--- src/rtl/psum_accum.sv ---
// psum_accum - partial-sum accumulator behind the 3x3 PE array.
//
// Sums a LANES-wide vector of signed Q(IW).(FW) partial sums over successive
// input-channel beats. On the last beat of a group it adds the bias, applies
// optional ReLU, and holds the finished vector on a valid/ready output until
// it is taken. Every addition saturates instead of wrapping.
//
// Ports:
//   clk, rst_n     clock, asynchronous active-low reset
//   psum_i         LANES packed signed partial sums, lane k at [k*W +: W]
//   psum_valid_i   beat valid
//   psum_ready_o   beat can be accepted (high only while accumulating)
//   first_i        beat starts a new group (qualified by psum_valid_i)
//   last_i         beat ends the group (qualified by psum_valid_i)
//   bias_i         signed bias, sampled with the last beat
//   relu_en_i      ReLU enable, sampled with the last beat
//   res_o          finished results, same packing as psum_i
//   res_valid_o    result valid
//   res_ready_i    consumer takes the result
//   sat_o          some addition in the result's group clamped
//   beats_o        beat count of the result's group (saturating)
module psum_accum #(
   parameter int unsigned LANES = 9,
   parameter int unsigned IW    = 24,
   parameter int unsigned FW    = 8,
   parameter int unsigned CW    = 16
) (
   input  logic                      clk,
   input  logic                      rst_n,
   input  logic [LANES*(IW+FW)-1:0]  psum_i,
   input  logic                      psum_valid_i,
   output logic                      psum_ready_o,
   input  logic                      first_i,
   input  logic                      last_i,
   input  logic [IW+FW-1:0]          bias_i,
   input  logic                      relu_en_i,
   output logic [LANES*(IW+FW)-1:0]  res_o,
   output logic                      res_valid_o,
   input  logic                      res_ready_i,
   output logic                      sat_o,
   output logic [CW-1:0]             beats_o
);

   localparam int unsigned W = IW + FW;
   localparam logic [W-1:0] MAXV = {1'b0, {(W-1){1'b1}}};
   localparam logic [W-1:0] MINV = {1'b1, {(W-1){1'b0}}};

   typedef enum logic {ACC, HOLD} state_t;

   state_t state, state_next;
   logic   accept;

   logic [W-1:0]       acc [LANES];
   logic               sat_grp;
   logic [CW-1:0]      cnt;

   logic [W-1:0]       sum [LANES];
   logic [LANES*W-1:0] fin;
   logic               sum_clamp;
   logic               fin_clamp;
   logic [W-1:0]       base;
   logic [W:0]         ext_sum;
   logic [W:0]         ext_fin;
   logic [W-1:0]       fv;
   logic [CW-1:0]      cnt_base;
   logic [CW-1:0]      cnt_next;
   logic               sat_next;
   logic               sat_final;

   // Sign-extended add: one extra bit can never overflow, so a mismatch of
   // the top two bits means the W-bit result must be clamped.
   function automatic logic [W:0] add_ext(input logic [W-1:0] a, input logic [W-1:0] b);
      return {a[W-1], a} + {b[W-1], b};
   endfunction

   // ---------------- FSM: state register ----------------
   always_ff @(posedge clk or negedge rst_n) begin
      if (!rst_n) state <= ACC;
      else        state <= state_next;
   end

   // ---------------- FSM: next state ----------------
   always_comb begin
      state_next = state;
      unique case (state)
         ACC:  if (accept && last_i) state_next = HOLD;
         HOLD: if (res_ready_i)      state_next = ACC;
         default: state_next = ACC;
      endcase
   end

   // ---------------- FSM: outputs ----------------
   always_comb begin
      psum_ready_o = (state == ACC);
   end

   assign accept = psum_valid_i & psum_ready_o;

   // ---------------- Lane arithmetic ----------------
   always_comb begin
      sum_clamp = 1'b0;
      fin_clamp = 1'b0;
      fin       = '0;
      base      = '0;
      ext_sum   = '0;
      ext_fin   = '0;
      fv        = '0;
      for (int unsigned k = 0; k < LANES; k++) begin
         base    = first_i ? '0 : acc[k];
         ext_sum = add_ext(base, psum_i[k*W +: W]);
         sum[k]  = ext_sum[W-1:0];
         if (ext_sum[W] != ext_sum[W-1]) begin
            sum[k]    = ext_sum[W] ? MINV : MAXV;
            sum_clamp = 1'b1;
         end
         ext_fin = add_ext(sum[k], bias_i);
         fv      = ext_fin[W-1:0];
         if (ext_fin[W] != ext_fin[W-1]) begin
            fv        = ext_fin[W] ? MINV : MAXV;
            fin_clamp = 1'b1;
         end
         if (relu_en_i && fv[W-1]) fv = '0;
         fin[k*W +: W] = fv;
      end
   end

   always_comb begin
      cnt_base  = first_i ? '0 : cnt;
      cnt_next  = (&cnt_base) ? cnt_base : cnt_base + CW'(1);
      sat_next  = (first_i ? 1'b0 : sat_grp) | sum_clamp;
      sat_final = sat_next | fin_clamp;
   end

   // ---------------- Accumulator and result registers ----------------
   always_ff @(posedge clk or negedge rst_n) begin
      if (!rst_n) begin
         for (int unsigned k = 0; k < LANES; k++) acc[k] <= '0;
         sat_grp     <= 1'b0;
         cnt         <= '0;
         res_o       <= '0;
         res_valid_o <= 1'b0;
         sat_o       <= 1'b0;
         beats_o     <= '0;
      end else if (accept) begin
         if (last_i) begin
            for (int unsigned k = 0; k < LANES; k++) acc[k] <= '0;
            sat_grp     <= 1'b0;
            cnt         <= '0;
            res_o       <= fin;
            sat_o       <= sat_final;
            beats_o     <= cnt_next;
            res_valid_o <= 1'b1;
         end else begin
            for (int unsigned k = 0; k < LANES; k++) acc[k] <= sum[k];
            sat_grp <= sat_next;
            cnt     <= cnt_next;
         end
      end else if (res_valid_o && res_ready_i) begin
         res_valid_o <= 1'b0;
      end
   end

endmodule

--- config.mk ---
export PLATFORM = sky130hd
export DESIGN_NAME = psum_accum
export DESIGN_NICKNAME = d
export VERILOG_FILES = /design/src/rtl/psum_accum.sv
export SDC_FILE = /design/constraint.sdc
export NUM_CORES = 2
export LEC_CHECK = 0
export BUFFER_PORTS_ARGS = -buffer_cell sky130_fd_sc_hd__buf_2
export CAP_MARGIN = 30
export CORE_AREA = 2 2 335 337
export CTS_BUF_LIST = sky130_fd_sc_hd__clkbuf_2 sky130_fd_sc_hd__clkbuf_4 sky130_fd_sc_hd__clkbuf_8
export DETAILED_ROUTE_END_ITERATION = 16
export DIE_AREA = 0 0 337 339
export PLACE_DENSITY = 0.69
export SKIP_CTS_REPAIR_TIMING = 1
export SYNTH_ARGS = -nofsm -noshare
export SYNTH_HDL_FRONTEND = slang
export SYNTH_SLANG_ARGS = --single-unit
export TNS_END_PERCENT = 1
--- constraint.sdc ---
create_clock -name clk -period 16.5 [get_ports clk]
set_input_delay 3.3 -clock clk [delete_from_list [all_inputs] [get_ports clk]]
set_output_delay 3.3 -clock clk [all_outputs]
set_load 0.005 [all_outputs]
==> summary.md <==
| Metric | Value |
|---|---|
| Final Hold Violating Endpoints | 0 |
| Core area | between 0.1 and 0.15 mm² |
| Clock Sinks | between 600 and 700 |
| CTS Buf Count | 117 |
| Final Hold Slack | ~0.46 ns |
| Die area | approximately 0.11 mm² |
| Cells after Synth | roughly 6,600 |
| Worst hold stages | 2 |
| Vias in the first global route | ~51,000 |
| Most common cell in the netlist | nand2_1 |
| Max incr delay on CP | 0.75 ns |
| Max Slew Vio Count | 0 |
| Drt pass-1 iters | 8 |
| EDFF count, synth | 0 |
| Root buf cell | clkbuf_8 |
| Tcrit/Tclk final | between 60% and 70% |
| Peak supply drop | 0.0001023 V |
| Max Root-Sink Buffers | 3 |
| Commonest register cell after synthesis | dfrtp_1 |
| Chip width | between 300 and 400 µm |
| Worst R2R Setup Slack | around 8.3 ns |
| Synth unique cells | 104 |
| Largest area contributor in the netlist | dfrtp_1 |
| I/O Buffers | between 600 and 700 |
| Placed cell area | a little under 0.06 mm² |
| Status | complete, no violations |
| Critical Path RT | around 17 ns |
| DRC viols | 0 |
| Worst-Skew Late Latency | 0.84 ns |
| Post-Place Cells | about 8,500 |
| Routed Antenna Nets | 0 |
| LEAKAGE | between 30 and 40 nW |
| Final setup fails | 0 |
| Reg2reg end | sat_o |
| GRT overflow | 0 |
| Syn-to-layout area delta | 13.74% |
| Critical path class | in2reg |
| Ranking of synthesized cells by area | dfrtp_1 28%, ha_1 13%, xnor2_1 5.6%, a21oi_1 5.4%, o21ai_0 5.1% |
| Slew @ Worst Pin | a little over 1 ns |
| Setup TNS | 0 ns |
| Post-synthesis sequential area ratio | roughly 28% |
| Pwr dens | around 180 mW/mm² |
| Hold WC Path Type | reg2reg |
| Mapped cell area | between 0.05 and 0.06 mm² |
| Fraction of synthesized cell area taken by the top area cell type | 27.94% |
| Ratio of cells with drive above 1 in the final layout | approximately 14% |
| Reg2Reg Depth | 31 |
| Max Cap Violations | 0 |
| Layout Nets | a little over 8,000 |
| Crit path max fanout | 119 |
| Cell Rows | 122 |
| IO Pins | about 630 |
| CP Capture Type | flip-flop |
| Clock-pin slew on the worst setup and hold paths | 0.05 ns |
| Pin count of the biggest net entering global routing | 141 |
| Normalized max-slew margin | 32.20% |
| Startpoint types | input port |
| FF-to-FF Start | acc[0] |
| Max Clk Rate | 88.87 MHz |
| Wire per inst | around 24 µm |
| Final instance area | between 0.06 and 0.07 mm² |
| Fin cells | 8,767 |
| Iter 0 DRT Violations | 4,755 |
| Worst EP arrival | about 12 ns |
| Routed vias | ~54,000 |
| Worst Hold End | res_o[23] |
| Via/cell ratio | between 6 and 7 |
| Yosys warning total | 0 |
| Tmin final | roughly 11 ns |
| Hold Crit Start | res_o[23] |
| Syn avg cell area | ~8.3 µm² |
| Global-route wire length before repair | around 310,000 µm |
| RSZ-0062 raised after global routing | false |
| Initial Util | 49.66% |
| Final HPWL DP | approximately 150,000 µm |
| GRT Total Usage | 35.52% |
| Initial antenna violation count | 33 |
| Fillers | between 10,000 and 15,000 |
| Share of flip-flops with an asynchronous set or reset | 100.0% |
| CTS tree | built |
| Die height | 339 µm |
| Post-synth top cells | 660 x nand2_1, 612 x dfrtp_1, 591 x a21oi_1 |
| Skew final | between 0.04 and 0.05 ns |
| CP max stage cell | nor2_1 |
| Routability cong. | slightly below 1 |
| Final wirelength | between 200,000 and 250,000 µm |
| #FFs+latches synth | between 600 and 700 |
| Syn nets | 7,521 |
| H-tree levels | 3 |
-- cells in the final DEF (no fill, tap or decap), drive strengths merged, types with 44 or more instances in the layout --
master,synthesis,routed
buf,37,710
nand3,102,102
xor2,146,146
a22o,262,262
o211ai,46,46
nor2b,356,356
a211oi,54,54
ha,579,579
maj3,57,57
nor2,422,422
a31oi,44,44
nand2,662,662
nor3,69,69
a21oi,594,594
dfrtp,612,612
o21bai,81,81
xnor2,357,357
a21o,295,295
inv,189,190
o21a,82,82
nand2b,91,91
o21ai,710,710
clkbuf,222,185
-- flip-flops by register name (all words and copies together) (netlist names) --
name,count
sat_grp,1
state,1
res_o,288
sat_o,1
beats_o,16
res_valid_o,1
cnt,16
acc,288
-- per-layer routing --
layer	up-vias	part of all wire, %	global-route usage [%]	wire (µm)
li1	25140	-	-	-
met1	25571	42	47.53	87790
met2	2381	43	53.40	89720
met3	455	10	9.319	21650
met4	6	4.8	16.30	10070
met5	-	0.016	0	34
-- area by class of cell --
class                           count  area, µm²  share of cell area [%]
Multi-Input combinational cell   5537      37850                   60.71
Sequential cell                   612      15310                   24.57
Timing Repair Buffer              710       3943                   6.324
Clock buffer                      185       2346                   3.763
Tap cell                         1488       1862                   2.986
Inverter                          189      709.4                   1.138
Clock inverter                     27      274.0                  0.4395
Antenna cell                       19      47.55                 0.07626
-- logic make-up after synthesis --
logic type	synth area share, %
adders and majority gates	14.93
and+or+nand+nor	16.89
xor gates and xnor gates	8.140
buffers and inverters	3.194
DFF	27.94
muxes	0.1849
AOI/OAI and AO/OA	28.73
-- power by group --
group          switching [mW]  internal, mW  total (mW)
clock network           0.748         0.975        1.72
registers               0.383          2.05        2.43
logic                    4.38          2.83        7.22
-- how the worst max path moves through the flow --
stage,start,slack (ns),endpoint,cells past startpoint
after floorplan,first_i,6.57,sat_o,29
after global placement,first_i,4.08,res_o[142],29
after detailed placement,first_i,4.38,res_o[79],27
after CTS,first_i,5.23,res_o[80],27
after global routing,first_i,4.73,res_o[82],28
final,first_i,5.25,res_o[41],30
-- critical path: cells and delay by family --
| kind | cells | cell delay [ns] |
|---|---|---|
| xor+xnor | 1 | 0.26 |
| compound gates | 17 | 3.87 |
| fa+ha+maj | 3 | 1.12 |
| simple gates | 5 | 1.53 |
| buf+inv | 4 | 1.62 |
-- stage by stage --
stage / setup WS [ns] / utilization (%) / total power [mW]
after global routing: 4.733 / 56.47 / 12.16
after detailed placement: 4.380 / 54.02 / 9.481
final: 5.248 / 56.49 / 11.37
after CTS: 5.234 / 56.40 / 11.26
after floorplan: 6.571 / - / 7.211
after global placement: 4.083 / 53.90 / 9.393
No activity file was read; power rests on OpenSTA's default activity.
